--- src/rtl/rs_gf_pkg.sv ---
// GF(2^M) helpers and shared types for the Reed-Solomon Chien/Forney block.
// Field operations work on a 16-bit container. The active field width m and
// the reduction polynomial poly (which includes the x^m term) are passed in,
// so a single package serves every parametrisation of the block.
// Contents:
//   Q            - field size for the default M=8
//   gf_mul       - polynomial multiply with reduction by poly
//   gf_pow       - a^e by square-and-multiply
//   gf_alpha_pow - alpha^k, where alpha = x
//   gf_const_mul - x * alpha^k
//   gf_inv       - a^(2^m-2); gf_inv(0) = 0
//   state_t      - controller states
package rs_gf_pkg;

   localparam int GF_M = 8;
   localparam int Q    = 32'sd1 << GF_M;
   localparam int GF_W = 16;

   typedef logic [GF_W-1:0] gf_t;

   typedef enum logic [2:0] {
      IDLE   = 3'd0,
      LOAD   = 3'd1,
      SKIP   = 3'd2,
      SEARCH = 3'd3,
      DONE   = 3'd4
   } state_t;

   // Shift-and-add multiply, MSB of b first, reducing as each bit m appears
   function automatic gf_t gf_mul(input gf_t a, input gf_t b, input int m, input gf_t poly);
      gf_t r;
      r = {GF_W{1'b0}};
      for (int i = GF_W - 1; i >= 0; i--) begin
         if (i < m) begin
            r = {r[GF_W-2:0], 1'b0};
            if (r[m[3:0]] == 1'b1) r = r ^ poly;
            if (b[i] == 1'b1) r = r ^ a;
         end
      end
      return r;
   endfunction

   function automatic gf_t gf_pow(input gf_t a, input gf_t e, input int m, input gf_t poly);
      gf_t r;
      r = gf_t'(1'b1);
      for (int i = GF_W - 1; i >= 0; i--) begin
         r = gf_mul(r, r, m, poly);
         if (e[i] == 1'b1) r = gf_mul(r, a, m, poly);
      end
      return r;
   endfunction

   function automatic gf_t gf_alpha_pow(input gf_t k, input int m, input gf_t poly);
      return gf_pow(gf_t'(2'd2), k, m, poly);
   endfunction

   function automatic gf_t gf_const_mul(input gf_t x, input gf_t k, input int m, input gf_t poly);
      return gf_mul(x, gf_alpha_pow(k, m, poly), m, poly);
   endfunction

   // The exponent 2^m-2 sends 0 to 0, which the Forney path relies on
   function automatic gf_t gf_inv(input gf_t a, input int m, input gf_t poly);
      return gf_pow(a, gf_t'((32'd1 << m) - 32'd2), m, poly);
   endfunction

endpackage

--- src/rtl/rs_chien_forney_par_if.sv ---
// Bus between the key-equation side and the Chien/Forney block.
// master: the key-equation side and the downstream correction stage.
//         It drives start, n_len, lambda_in, omega_in and out_ready.
// slave:  rs_chien_forney_par. It drives idle, the out_* beat signals,
//         done, err_count and fail.
interface rs_chien_forney_par_if
   import rs_gf_pkg::*;
#(
   parameter int M = 8,
   parameter int T = 8
);
   logic                 start;
   logic                 idle;
   logic [M-1:0]         n_len;
   logic [(T+1)*M-1:0]   lambda_in;
   logic [T*M-1:0]       omega_in;
   logic                 out_valid;
   logic                 out_ready;
   logic [M-1:0]         out_pos;
   logic                 out_err;
   logic [M-1:0]         out_mag;
   logic                 out_last;
   logic                 done;
   logic [M-1:0]         err_count;
   logic                 fail;

   modport master (
      output start, n_len, lambda_in, omega_in, out_ready,
      input  idle, out_valid, out_pos, out_err, out_mag, out_last, done, err_count, fail
   );

   modport slave (
      input  start, n_len, lambda_in, omega_in, out_ready,
      output idle, out_valid, out_pos, out_err, out_mag, out_last, done, err_count, fail
   );
endinterface

--- src/rtl/rs_forney_div.sv ---
// Forney magnitude: mag = num * inv(odd). When odd = 0 the result is 0.
// The block is purely combinational and is kept separate so a pipeline stage
// can be added here later without touching the search controller.
// Ports: num (Omega at x), odd (odd half of Lambda at x), mag (result).
module rs_forney_div
   import rs_gf_pkg::*;
#(
   parameter int         M         = 8,
   parameter logic [M:0] PRIM_POLY = 9'h187
) (
   input  logic [M-1:0] num,
   input  logic [M-1:0] odd,
   output logic [M-1:0] mag
);
   localparam gf_t POLY = gf_t'(PRIM_POLY);

   assign mag = M'(gf_mul(gf_t'(num), gf_inv(gf_t'(odd), M, POLY), M, POLY));
endmodule

--- src/rtl/rs_chien_forney_par.sv ---
// Parallel Chien search and Forney evaluator for RS over GF(2^M).
// Ports:
//   clk, clrn - clock; asynchronous active-low reset
//   bus       - slave side of the rs_chien_forney_par_if bus:
//               start/idle load handshake, n_len, lambda_in and omega_in in;
//               out_* beat stream with valid/ready;
//               done pulse with err_count and fail.
// The coefficient registers walk x = alpha^k. A skip phase first advances
// them to alpha^(2^M-N), which is position N-1 of a shortened code. After
// that, each emitted beat advances one position, down to position 0.
module rs_chien_forney_par
   import rs_gf_pkg::*;
#(
   parameter int         M         = 8,
   parameter int         T         = 8,
   parameter logic [M:0] PRIM_POLY = 9'h187
) (
   input logic                  clk,
   input logic                  clrn,
   rs_chien_forney_par_if.slave bus
);
   localparam int  QF   = 32'sd1 << M;
   localparam gf_t POLY = gf_t'(PRIM_POLY);

   state_t       state_r, state_s;
   logic [M-1:0] l_r [0:T];
   logic [M-1:0] o_r [0:T-1];
   logic [M-1:0] l_mul_s [0:T];
   logic [M-1:0] o_mul_s [0:T-1];
   logic [M-1:0] n_r, deg_r, deg_s, beats_r, err_count_r, cnt_nxt_s;
   logic [M:0]   skip_len_s, skip_cnt_r;
   logic [M-1:0] even_s, odd_s, num_s, mag_s, out_pos_r, out_mag_r;
   logic         lam0z_r, step_s, load_beat_s, acc_s, root_s, bad_s, bad_nxt_s;
   logic         out_valid_r, out_err_r, out_last_r, out_bad_r, done_r, idle_r, fail_r, bad_seen_r;

   // Each coefficient has a constant multiplier by alpha^j
   for (genvar j = 0; j <= T; j++) begin : g_lmul
      assign l_mul_s[j] = M'(gf_const_mul(gf_t'(l_r[j]), gf_t'(j), M, POLY));
   end
   for (genvar j = 0; j < T; j++) begin : g_omul
      assign o_mul_s[j] = M'(gf_const_mul(gf_t'(o_r[j]), gf_t'(j), M, POLY));
   end

   // Evaluate Lambda as even/odd halves and Omega at the current point
   always_comb begin
      even_s = {M{1'b0}};
      odd_s  = {M{1'b0}};
      num_s  = {M{1'b0}};
      for (int j = 0; j <= T; j++) begin
         if (j[0] == 1'b0) even_s = even_s ^ l_r[j];
         else              odd_s  = odd_s ^ l_r[j];
      end
      for (int j = 0; j < T; j++) num_s = num_s ^ o_r[j];
      root_s = (even_s == odd_s);
      bad_s  = root_s && (odd_s == {M{1'b0}});
   end

   rs_forney_div #(.M(M), .PRIM_POLY(PRIM_POLY)) u_div (.num(num_s), .odd(odd_s), .mag(mag_s));

   // Degree of the incoming Lambda: index of the highest non-zero coefficient
   always_comb begin
      deg_s = {M{1'b0}};
      for (int j = 0; j <= T; j++) begin
         if (bus.lambda_in[j*M +: M] != {M{1'b0}}) deg_s = M'(j);
         else                                      deg_s = deg_s;
      end
   end

   // Next-state logic and step/beat strobes
   always_comb begin
      state_s     = state_r;
      load_beat_s = 1'b0;
      step_s      = 1'b0;
      acc_s       = out_valid_r & bus.out_ready;
      skip_len_s  = (M+1)'(QF) - {1'b0, n_r};
      case (state_r)
         IDLE: begin
            if (bus.start) state_s = LOAD;
            else           state_s = IDLE;
         end
         LOAD: begin
            if (skip_len_s != {(M+1){1'b0}}) state_s = SKIP;
            else                             state_s = SEARCH;
         end
         SKIP: begin
            step_s = 1'b1;
            if (skip_cnt_r == skip_len_s - (M+1)'(1)) state_s = SEARCH;
            else                                      state_s = SKIP;
         end
         SEARCH: begin
            // Refill the output register only when it is empty or being drained
            if ((!out_valid_r || bus.out_ready) && (beats_r < n_r)) begin
               load_beat_s = 1'b1;
               step_s      = 1'b1;
            end else begin
               load_beat_s = 1'b0;
               step_s      = 1'b0;
            end
            if (acc_s && out_last_r) state_s = DONE;
            else                     state_s = SEARCH;
         end
         DONE:    state_s = IDLE;
         default: state_s = IDLE;
      endcase
   end

   // Root count (saturating) and odd==0 tracking from accepted beats
   always_comb begin
      cnt_nxt_s = err_count_r;
      bad_nxt_s = bad_seen_r;
      if (acc_s) begin
         if (out_err_r && (err_count_r != {M{1'b1}})) cnt_nxt_s = err_count_r + M'(1);
         else                                        cnt_nxt_s = err_count_r;
         bad_nxt_s = bad_seen_r | out_bad_r;
      end else begin
         cnt_nxt_s = err_count_r;
         bad_nxt_s = bad_seen_r;
      end
   end

   // State register
   always_ff @(posedge clk or negedge clrn) begin
      if (!clrn) state_r <= IDLE;
      else       state_r <= state_s;
   end

   // Coefficient registers: load on start, multiply by alpha^j on each step
   always_ff @(posedge clk or negedge clrn) begin
      if (!clrn) begin
         for (int j = 0; j <= T; j++) l_r[j] <= {M{1'b0}};
         for (int j = 0; j < T; j++)  o_r[j] <= {M{1'b0}};
      end else if (state_r == IDLE && bus.start) begin
         for (int j = 0; j <= T; j++) l_r[j] <= bus.lambda_in[j*M +: M];
         for (int j = 0; j < T; j++)  o_r[j] <= bus.omega_in[j*M +: M];
      end else if (step_s) begin
         for (int j = 0; j <= T; j++) l_r[j] <= l_mul_s[j];
         for (int j = 0; j < T; j++)  o_r[j] <= o_mul_s[j];
      end
   end

   // Control counters, output beat register and completion status
   always_ff @(posedge clk or negedge clrn) begin
      if (!clrn) begin
         n_r         <= {M{1'b0}};
         deg_r       <= {M{1'b0}};
         lam0z_r     <= 1'b0;
         skip_cnt_r  <= {(M+1){1'b0}};
         beats_r     <= {M{1'b0}};
         out_valid_r <= 1'b0;
         out_pos_r   <= {M{1'b0}};
         out_err_r   <= 1'b0;
         out_mag_r   <= {M{1'b0}};
         out_last_r  <= 1'b0;
         out_bad_r   <= 1'b0;
         err_count_r <= {M{1'b0}};
         bad_seen_r  <= 1'b0;
         fail_r      <= 1'b0;
         done_r      <= 1'b0;
         idle_r      <= 1'b1;
      end else begin
         idle_r      <= (state_s == IDLE);
         done_r      <= (state_s == DONE);
         err_count_r <= cnt_nxt_s;
         bad_seen_r  <= bad_nxt_s;
         if (state_r == IDLE && bus.start) begin
            n_r         <= bus.n_len;
            deg_r       <= deg_s;
            lam0z_r     <= (bus.lambda_in[M-1:0] == {M{1'b0}});
            skip_cnt_r  <= {(M+1){1'b0}};
            beats_r     <= {M{1'b0}};
            out_valid_r <= 1'b0;
            err_count_r <= {M{1'b0}};
            bad_seen_r  <= 1'b0;
            fail_r      <= 1'b0;
         end else begin
            if (state_r == SKIP) skip_cnt_r <= skip_cnt_r + (M+1)'(1);
            if (load_beat_s) begin
               out_valid_r <= 1'b1;
               out_pos_r   <= n_r - M'(1) - beats_r;
               out_err_r   <= root_s;
               out_mag_r   <= root_s ? mag_s : {M{1'b0}};
               out_last_r  <= (beats_r == n_r - M'(1));
               out_bad_r   <= bad_s;
               beats_r     <= beats_r + M'(1);
            end else if (acc_s) begin
               out_valid_r <= 1'b0;
            end
            if (state_r == SEARCH && state_s == DONE)
               fail_r <= lam0z_r | (cnt_nxt_s != deg_r) | bad_nxt_s;
         end
      end
   end

   assign bus.idle      = idle_r;
   assign bus.out_valid = out_valid_r;
   assign bus.out_pos   = out_pos_r;
   assign bus.out_err   = out_err_r;
   assign bus.out_mag   = out_mag_r;
   assign bus.out_last  = out_last_r;
   assign bus.done      = done_r;
   assign bus.err_count = err_count_r;
   assign bus.fail      = fail_r;
endmodule

--- src/flat_wrapper.sv ---
// flat-port wrapper written by rule: the top's interface ports become plain ports
module rs_chien_forney_par_flat import rs_gf_pkg::*;
#(
   parameter int         M         = 8,
   parameter int         T         = 8,
   parameter logic [M:0] PRIM_POLY = 9'h187
)
  (clk, clrn, bus_start, bus_n_len, bus_lambda_in, bus_omega_in, bus_out_ready, bus_idle, bus_out_valid, bus_out_pos, bus_out_err, bus_out_mag, bus_out_last, bus_done, bus_err_count, bus_fail);
  rs_chien_forney_par_if #(.M(M), .T(T)) bus_i ();
  input logic clk;
  input logic clrn;
  input wire logic [$bits(bus_i.start)-1:0] bus_start;
  input wire logic [$bits(bus_i.n_len)-1:0] bus_n_len;
  input wire logic [$bits(bus_i.lambda_in)-1:0] bus_lambda_in;
  input wire logic [$bits(bus_i.omega_in)-1:0] bus_omega_in;
  input wire logic [$bits(bus_i.out_ready)-1:0] bus_out_ready;
  output wire logic [$bits(bus_i.idle)-1:0] bus_idle;
  output wire logic [$bits(bus_i.out_valid)-1:0] bus_out_valid;
  output wire logic [$bits(bus_i.out_pos)-1:0] bus_out_pos;
  output wire logic [$bits(bus_i.out_err)-1:0] bus_out_err;
  output wire logic [$bits(bus_i.out_mag)-1:0] bus_out_mag;
  output wire logic [$bits(bus_i.out_last)-1:0] bus_out_last;
  output wire logic [$bits(bus_i.done)-1:0] bus_done;
  output wire logic [$bits(bus_i.err_count)-1:0] bus_err_count;
  output wire logic [$bits(bus_i.fail)-1:0] bus_fail;
  assign bus_i.start = bus_start;
  assign bus_i.n_len = bus_n_len;
  assign bus_i.lambda_in = bus_lambda_in;
  assign bus_i.omega_in = bus_omega_in;
  assign bus_i.out_ready = bus_out_ready;
  assign bus_idle = bus_i.idle;
  assign bus_out_valid = bus_i.out_valid;
  assign bus_out_pos = bus_i.out_pos;
  assign bus_out_err = bus_i.out_err;
  assign bus_out_mag = bus_i.out_mag;
  assign bus_out_last = bus_i.out_last;
  assign bus_done = bus_i.done;
  assign bus_err_count = bus_i.err_count;
  assign bus_fail = bus_i.fail;
  rs_chien_forney_par #(.M(M), .T(T), .PRIM_POLY(PRIM_POLY)) u_core (.clk(clk), .clrn(clrn), .bus(bus_i));
endmodule
--- config.mk ---
export PLATFORM = sky130hd
export DESIGN_NAME = rs_chien_forney_par_flat
export DESIGN_NICKNAME = d
export VERILOG_FILES = /design/src/rtl/rs_gf_pkg.sv /design/src/rtl/rs_chien_forney_par_if.sv /design/src/rtl/rs_forney_div.sv /design/src/rtl/rs_chien_forney_par.sv /design/src/flat_wrapper.sv
export SDC_FILE = /design/constraint.sdc
export NUM_CORES = 1
export LEC_CHECK = 0
export ABC_AREA = 1
export BUFFER_PORTS_ARGS = -buffer_cell sky130_fd_sc_hd__buf_2
export CAP_MARGIN = 0
export CORE_MARGIN = 2
export CORE_UTILIZATION = 60
export CTS_BUF_LIST = sky130_fd_sc_hd__clkbuf_4
export DETAILED_ROUTE_END_ITERATION = 10
export PLACE_DENSITY = 0.79
export SETUP_SLACK_MARGIN = 0.02
export SYNTH_ARGS = -nofsm -noshare
export SYNTH_HDL_FRONTEND = slang
export SYNTH_SLANG_ARGS = --single-unit
--- constraint.sdc ---
create_clock -name clk -period 42.7 [get_ports clk]
set_clock_uncertainty 0.2 [all_clocks]
set_input_delay 6.405 -clock clk [delete_from_list [all_inputs] [get_ports clk]]
set_output_delay 6.405 -clock clk [all_outputs]
set_load 0.1 [all_outputs]
# Yosys cells after proc, flatten, opt, wreduce, memory -nomap -nowiden
# Cells that the tools add are included.
[totals]
regBits = 205
latchBits = 0
ram_bits = 0
rom_bits = 0
inputBits = 148
output_inout_bits = 30
wordCells = 696
n_memories = 0
[classes]
add_sub_neg = 7
mul = 0
div = 0
n_lt_le_gt_ge = 1
n_eq_ne = 9
shifts = 0
n_mux = 323
n_bitwise = 295
n_reduce_logical = 27
[ops]
columns = ["operator", "count"]
rows = [
  ["$mux W8", 293],
  ["$xor A8 B8 Y8", 115],
  ["$not A4 Y4", 167],
  ["$mux W64", 2],
  ["$mux W72", 1],
  ["$reduce_bool A8 Y1", 8],
  ["$mux W56", 1],
  ["$mux W1", 21],
  ["$mux W9", 2],
  ["$add A8 B1 Y8 const B", 2],
  ["$eq A8 B8 Y1", 2],
  ["$logic_not A8 Y1", 2],
  ["$pmux W3 S4", 1],
  ["$add A9 B1 Y9 const B", 1],
  ["$eq A9 B9 Y1", 1],
  ["$reduce_bool A9 Y1", 1],
  ["$sub A9 B1 Y9 const B", 1],
  ["$sub A9 B8 Y9 const A", 1],
  ["$lt A8 B8 Y1", 1],
  ["$ne A8 B8 Y1", 1],
  ["$ne A8 B8 Y1 const B", 1],
  ["$not A1 Y1", 8],
  ["$reduce_bool A2 Y1", 4],
  ["$sub A8 B1 Y8 const B", 1],
  ["other kinds (15)", 24],
]

# Depth between registers and ports, before layout
# Gate-level depths: netlist of run 1.
[logic_depth]
word_depth = 439
mapped_depth = 190
mapped_depth_nobuf = 189

# Hierarchy
# From an unflattened synthesis of run 1, not the netlist that was laid out.
[hier_totals]
hier_cells = 3939
hier_area_um2 = 26225.2
[modules_own_cells]
columns = ["mod", "n_inst", "cells_per_inst", "area_each_um2", "seq_area_each_um2"]
rows = [
  ["rs_chien_forney_par", 1, 1843, 13381.6, 5031.1],
  ["rs_forney_div", 1, 2096, 12843.6, 0.0],
]

# Worst setup path before layout of run 1
# No wires, ideal clock.
[synth_timing]
path_type = "flip-flop to flip-flop"
from = "register u_core.l_r[15] (netlist bit)"
to = "register u_core.out_mag_r[4] (netlist: u_core.bus.out_mag[4])"
setup_time_ns = 0.120
arrival_ns = 15.832
required_ns = 42.380
path_slack_ns = 26.548
path_stages_with_launch = 174
n_path_buf = 2
synth_period_minus_slack_ns = 16.152
cell_sequence = "dfrtp_1 -> inv_1 -> nand2_1 -> nand2_2 -> nand2_2 -> inv_2 -> nor2_8 -> nand2_8 -> nand2_4 -> nand2_4 -> nand2_4 -> nand2_4 -> nand2_4 -> nand2_2 -> nand2_2 -> nand2_2 -> nand3_1 -> nand3b_1 -> [138 not listed] -> nand2_2 -> nand2_1 -> inv_1 -> nor2_2 -> nand2_4 -> nand2_2 -> nand2_1 -> nand3_2 -> nand2_2 -> nand2_1 -> nand3_1 -> nand2_1 -> inv_1 -> or2_1 -> nand2_1 -> o21ai_0 -> nand3_1 -> nand2_1"
[synth_via]
elab_chain_cells = 359
elab_cells_between_ends = 418
classes_between = "1 x eq/ne; 219 x mux; 198 x bitwise"
[synth_rtl]
columns = ["item", "line", "source"]
rows = [
  ["start: declaration", "rs_chien_forney_par.sv:26", "logic [M-1:0] l_r [0:T];"],
  ["$xor A8 B8 Y8 *", "rs_chien_forney_par.sv:51", "else odd_s = odd_s ^ l_r[j];"],
  ["$mux W1", "rs_gf_pkg.sv:37", "if (b[i] == 1'b1) r = r ^ a;"],
  ["$not A2 Y4 (no line)", "n/a", ""],
  ["$mux W8", "rs_gf_pkg.sv:36", "if (r[m[3:0]] == 1'b1) r = r ^ poly;"],
  ["$not A4 Y4 (no line)", "n/a", ""],
  ["$mux W8 (5 in series)", "rs_gf_pkg.sv:36", ""],
  ["$not A4 Y4 (no line)", "n/a", ""],
  ["$mux W8", "rs_gf_pkg.sv:36", ""],
  ["[339 not listed]", "n/a", ""],
  ["$mux W8", "rs_gf_pkg.sv:37", ""],
  ["$mux W8", "rs_gf_pkg.sv:36", ""],
  ["$xor A8 B8 Y8", "rs_gf_pkg.sv:37", ""],
  ["$mux W8", "rs_gf_pkg.sv:37", ""],
  ["$mux W8", "rs_gf_pkg.sv:36", ""],
  ["$xor A8 B8 Y8", "rs_gf_pkg.sv:37", ""],
  ["$mux W8", "rs_gf_pkg.sv:37", ""],
  ["$mux W8 *", "rs_chien_forney_par.sv:181", "out_mag_r <= root_s ? mag_s : {M{1'b0}};"],
  ["end signal: assignment", "rs_chien_forney_par.sv:152", "out_mag_r <= {M{1'b0}};"],
  ["end signal: assignment", "rs_chien_forney_par.sv:181", ""],
  ["end: declaration", "rs_chien_forney_par.sv:32", "logic [M-1:0] even_s, odd_s, num_s, mag_s, out_pos_r, out_mag_r;"],
]
# Mark *: on every way between the ends. The rest lies on a longest branch, timed or not.
# A chain may end at the register's enable or synchronous reset.

# Worst setup path in the final report of run 1
[layout_timing]
from = "register u_core.l_r[46] (netlist bit)"
to = "register u_core.out_mag_r[4] (netlist: u_core.bus.out_mag[4])"
[layout_via]
elab_chain_cells = 359
elab_cells_between_ends = 418
classes_between = "1 x eq/ne; 218 x mux; 199 x bitwise"
[layout_rtl]
columns = ["item", "line"]
rows = [
  ["$xor A8 B8 Y8 * (3 in series)", "rs_chien_forney_par.sv:51"],
  ["$mux W1", "rs_gf_pkg.sv:37"],
  ["$not A4 Y4 (no line)", "n/a"],
  ["$mux W8", "rs_gf_pkg.sv:36"],
  ["$not A4 Y4 (no line)", "n/a"],
  ["$mux W8 (5 in series)", "rs_gf_pkg.sv:36"],
  ["$mux W8", "rs_gf_pkg.sv:37"],
  ["$not A4 Y4 (no line)", "n/a"],
  ["[337 not listed]", "n/a"],
  ["$mux W8", "rs_gf_pkg.sv:37"],
  ["$mux W8", "rs_gf_pkg.sv:36"],
  ["$xor A8 B8 Y8", "rs_gf_pkg.sv:37"],
  ["$mux W8", "rs_gf_pkg.sv:37"],
  ["$mux W8", "rs_gf_pkg.sv:36"],
  ["$xor A8 B8 Y8", "rs_gf_pkg.sv:37"],
  ["$mux W8", "rs_gf_pkg.sv:37"],
  ["$mux W8 *", "rs_chien_forney_par.sv:181"],
]
# Marked as above.

==> results of run 1 <==
## metrics by stage
step	hold WS (ps)	worst slack (ps)
floorplan	247.6	26550
global placement	263.3	24270
detailed placement	275.4	23670
CTS	288.9	23630
global route	318.3	21340
finish	286.3	23510
## kinds of logic after synthesis
kind of cell / share of synthesized area
AOI/OAI and AO/OA: 0.06725
buffers and inverters: 0.09591
and+or+nand+nor: 0.4195
DFF: 0.1987
adders and majority gates: 0.01314
xor gates and xnor gates: 0.2043
muxes: 0.001186
## cell usage after synthesis, types with 84 or more instances
library cell	n	area share
nand2_4	118	0.052
xor2_1	337	0.12
dfrtp_1	200	0.20
nand3_2	84	0.033
o21ai_0	115	0.023
nand2_2	210	0.052
inv_1	322	0.048
xnor2_1	146	0.051
nor2_1	314	0.047
a31oi_1	84	0.021
nand2_1	859	0.13
nand3_1	248	0.049
## how the worst min path moves through the flow
stage | start | endpoint | slack, ps | cells past startpoint
finish | u_core.bus.out_pos[5] | u_core.bus.out_pos[5] | 290 | 2
detailed placement | u_core.bus.out_pos[7] | u_core.bus.out_pos[7] | 280 | 2
global placement | u_core.bus.out_pos[7] | u_core.bus.out_pos[7] | 260 | 2
CTS | u_core.bus.out_pos[5] | u_core.bus.out_pos[5] | 290 | 2
global route | u_core.bus.out_mag[5] | u_core.bus.out_mag[5] | 320 | 1
floorplan | u_core.skip_cnt_r[3] | u_core.skip_cnt_r[3] | 250 | 1
## layout by cell type, fill, tap and decap left out, types with 115 or more instances in the layout
master   synthesis  final
xor2_1         337    335
inv_1          322    322
nand2_2        210    211
nand3_1        248    247
o21ai_0        115    115
nand2_4        118    119
nor2_1         314    314
xnor2_1        146    145
dfrtp_1        200    200
nand2_1        859    857
buf_2            1    176
## state kept, by name (all words and copies together) (netlist names), 4 cells and up
signal                flops
u_core.n_r                8
u_core.bus.out_mag        8
u_core.bus.err_count      8
u_core.deg_r              4
u_core.l_mul_s            8
u_core.beats_r            8
u_core.skip_cnt_r         9
u_core.o_r               56
u_core.l_r               64
u_core.bus.out_pos        8
u_core.o_mul_s            8
## layout make-up
| class | instances | area, sq um | share of cell area |
|---|---|---|---|
| antenna | 4 | 10.01 | 0.0003726 |
| timing repair buffer | 198 | 1052 | 0.03917 |
| clock buffer | 74 | 555.5 | 0.02068 |
| clock inverter | 13 | 77.57 | 0.002888 |
| tap | 539 | 674.4 | 0.02510 |
| sequential | 201 | 5031 | 0.1873 |
| inverter | 383 | 1513 | 0.05631 |
| multi-input combinational | 2873 | 17950 | 0.6682 |
## critical path, delay by kind of cell, from the launching register on
| kind | cells | cell delay [ps] |
|---|---|---|
| AO/OA/AOI/OAI | 1 | 70 |
| adder cells (fa/ha/maj) | 5 | 1330 |
| buffers and inverters | 20 | 1380 |
| flip-flops | 1 | 450 |
| AND/OR/NAND/NOR | 151 | 15650 |
## metal layers
| layer | vias to the layer above | share of wire | global-route usage |
|---|---|---|---|
| li1 | 11540 | - | - |
| met5 | - | 0.0010 | 0 |
| met4 | 10 | 0.037 | 0.1182 |
| met2 | 755 | 0.47 | 0.5077 |
| met3 | 153 | 0.068 | 0.04459 |
| met1 | 10600 | 0.43 | 0.3846 |
==> flow_summary.ini, run 1 <==
[yosys]
synth_edf_count = 0
synthFlopType = dfrtp_1
synthDistinctLibCells = 66
synth_warnings = 0
synthesis.area_sq_um = 25320
synth_nets = 3751
seq_area_frac_synth = 0.1987
synth_cells = 3577
synth-seq-cells = 201
ys_async_sr_fraction = 1.000
synth.avg_cell_area_sq_um = 7.079

[finish]
post-route-util = 0.6433
area_delta_synth_final_pct = 6.098
final_cell_count_no_fill = 4285
n_fill_cell = 3728
nets = 3882
drive_gt1_frac = 0.2365
fin_area_sq_um = 26860

[die]
fp.dieH_um = 209.4
io_pins = 178
core_sq_um = 41760
rows = 75
die_area_sq_um = 43860
die_x_um = 209.4
initial_utilization = 0.6064

[route]
drc = 0
viasPerCell = 5.381
drt_iter0_drc = 1636
dr.pass1.iters = 7
antenna_left = 0
wirelength_mm = 65.70
vias = 23060
wire_per_inst_um = 15.33

[timing]
tightest_slew_ps = 995.7
fmax_mhz = 52.11
slew_violations = 0
setup_viol = 0
post-route-min-period_ps = 19190
finalSetupTns_ps = 0
hold_viol = 0
fin_crit_sh = 0.4494
max_slew_margin = 0.3346
grt_setup_unrepaired = no

[placement]
hpwl_mm = 49.22
place_inst = 4194
placed_cell_area_sq_um = 26220
port_buffers = 177
globalplace.congestion = 0.9045

[clocking]
cts_root_buffer = clkbuf_4
clk_latency_ps = 710
cts_buffer_depth = 3
cts_tree = built
htree_levels = 2
post_cts_buffers = 0
numCtsBuffers = 51
cts_resized = 0
clk_pin_slew_ps = 60
clock_sinks = 201
cts_hold_buf = 0

[grt]
grt_pass1_wl_mm = 108.0
grt_usage = 0.2993
grt_max_degree = 96
grt_pass1_vias = 22010
gr-total-overflow = 0
antenna_found_initial = 9

[critical_path]
crit_end = u_core.bus.out_mag[4]
crit_type = reg -> reg
startpoint = u_core.l_r[46]
cp-start-kind = flip-flop
slowest_delay_ps = 750
path_max_fanout = 23
r2r-start = u_core.l_r[46]
reg2reg_to = u_core.bus.out_mag[4]
slowest_stage = nor2_4
r2r_slack_ps = 23510
cp.required_ps = 43100
critical_path_arrival_ps = 19590
cp_common_cell = nand2_2
cp-end-kind = flip-flop
reg2regPathDepth = 177

[status]
status = finished clean

[min_path]
worstHoldPathType = reg -> reg

[job]
maxCapViolations = 0
Power of run 1 is not shown: default switching activity piles up to over one toggle a cycle in this logic, so the estimate is an artifact.
==> inputs of run 2 (changes only) <==
==> constraint.sdc (replaced) <==
create_clock -name clk -period 18.2 [get_ports clk]
set_clock_uncertainty 0.2 [all_clocks]
set_input_delay 2.73 -clock clk [delete_from_list [all_inputs] [get_ports clk]]
set_output_delay 2.73 -clock clk [all_outputs]
set_load 0.1 [all_outputs]
==> flow_summary.ini, run 2 (synthesized netlist as in run 1, its figures left out) <==
[status]
status = finished clean

[timing]
slew_violations = 0
fmax_mhz = 56.49
post-route-min-period_ps = 17700
worst_slack_ps = 498.1
max_slew_margin = 0.3257
hold_viol = 0
fin_crit_sh = 0.9726
tightest_slew_ps = 1011
whs_ps = 287.2
setup_viol = 0

[clocking]
clk_pin_slew_ps = 70
cts_tree = built
cts_buffer_depth = 3
numCtsBuffers = 49
clock_sinks = 201
cts_root_buffer = clkbuf_4
htree_levels = 2
clk_latency_ps = 720

[placement]
globalplace.congestion = 0.9473
pre_cts_slack_ps = -38.77
port_buffers = 177
hpwl_mm = 50.93

[route]
wl_met1_mm = 29.17
wirelength_mm = 72.36
drt_iter0_drc = 1792
viasPerCell = 5.504
met2_length_mm = 34.80
wire_per_inst_um = 16.46
top_layer_used = met5
dr_wl_met3_mm = 5.391
dr.pass1.iters = 6
vias = 24200
drc = 0
antenna_left = 0

[critical_path]
r2r_slack_ps = 500
cp-start-kind = flip-flop
cp.required_ps = 18590
slowest_stage = dfrtp_1
critical_path_arrival_ps = 18090
cp_common_cell = nand2_2
reg2regPathDepth = 179
reg2reg_to = u_core.bus.out_mag[7]
path_max_fanout = 7
r2r-start = u_core.l_r[62]
crit_type = reg -> reg
slowest_delay_ps = 400
cp-end-kind = flip-flop

[finish]
mostFrequentLayoutCell = nand2_1
nets = 3995
regMostFlops = u_core.l_r
largest_register_ffs = 64
area_delta_synth_final_pct = 15.22
layout_common_cells = 804 x nand2_1, 326 x xor2_1, 308 x inv_1
top_regs = u_core.l_r (64), u_core.o_r (56), u_core.skip_cnt_r (9)
drive_gt1_frac = 0.3060

[die]
die_area_sq_um = 43860
die_x_um = 209.4
initial_utilization = 0.6064
rows = 75
io_pins = 178
core_sq_um = 41760
fp.dieH_um = 209.4

[grt]
grt_usage = 0.3033
antenna_found_initial = 9
gr-total-overflow = 0
grt_pass1_vias = 21870
grt_pass1_wl_mm = 108.9
grt_max_degree = 98

[job]
maxCapViolations = 0

[min_path]
worstHoldPathType = reg -> reg
hold_path_startpoint = u_core.skip_cnt_r[3]
whs_path_depth = 1
whs_endpoint = u_core.skip_cnt_r[3]
[run 2: cell types whose count changed in the layout (fill, tap and decap cells not counted), sizes merged]
| cell | previous run | this run |
|---|---|---|
| buf | 197 | 312 |
| clkinv | 16 | 12 |
| bufinv | 3 | 2 |
| diode | 4 | 5 |
| inv | 377 | 378 |
[run 2: repair_timing]
action                     4_1_cts  5_1_grt
pin swaps                        1      145
gates resized for setup          5      292
setup endpoints to repair        6        8
hold buffers                     0        0
setup buffers                    2      104
[run 2: worst max-delay path, delay by kind of cell (launching register included)]
family / cells / cell delay, ps
AOI/OAI and AO/OA: 1 / 80
adders and majority gates: 5 / 1080
buffers and inverters: 15 / 1020
DFF: 1 / 400
and+or+nand+nor: 158 / 14690
[run 2: metrics by stage]
| step | cells | TNS (ps) | utilization | cell area (sq um) |
|---|---|---|---|---|
| floorplan | 3577 | 0 | - | 25320 |
| global placement | 4203 | 0 | 0.6295 | 26290 |
| detailed placement | 4203 | -105.2 | 0.6295 | 26290 |
| CTS | 4288 | 0 | 0.6449 | 26930 |
| global route | 4393 | -5529 | 0.6984 | 29170 |
| finish | 4397 | 0 | 0.6987 | 29180 |
[run 2: worst max-delay path by stage]
| stage | start | cells after the start | slack [ps] | to |
|---|---|---|---|---|
| 2_1_floorplan | u_core.l_r[15] | 173 | 2050 | u_core.bus.out_mag[4] |
| 3_3_place_gp | u_core.l_r[31] | 152 | 510 | u_core.bus.out_mag[3] |
| 3_5_place_dp | u_core.l_r[31] | 172 | -40 | u_core.bus.out_mag[4] |
| 4_1_cts | u_core.l_r[31] | 172 | 70 | u_core.bus.out_mag[7] |
| 5_1_grt | u_core.l_r[62] | 179 | -830 | u_core.bus.out_mag[1] |
| 6_report | u_core.l_r[62] | 179 | 500 | u_core.bus.out_mag[7] |
[run 2: layer usage]
| layer | vias up | global-route usage |
|---|---|---|
| met3 | 209 | 0.03980 |
| li1 | 11780 | - |
| met4 | 12 | 0.1155 |
| met1 | 11240 | 0.3976 |
| met2 | 960 | 0.5109 |
| met5 | - | 0 |
[run 2: final cells by class]
cell class / instances / area (sq um)
Clock inverter: 9 / 36.28
Fill cell: 3407 / 12580
Inverter: 383 / 1523
Sequential cell: 201 / 5041
Clock buffer: 74 / 555.5
Multi-Input combinational cell: 2873 / 19380
Antenna cell: 5 / 12.51
Tap cell: 539 / 674.4
Timing Repair Buffer: 313 / 1952
Power of run 2 is left out for the same reason.
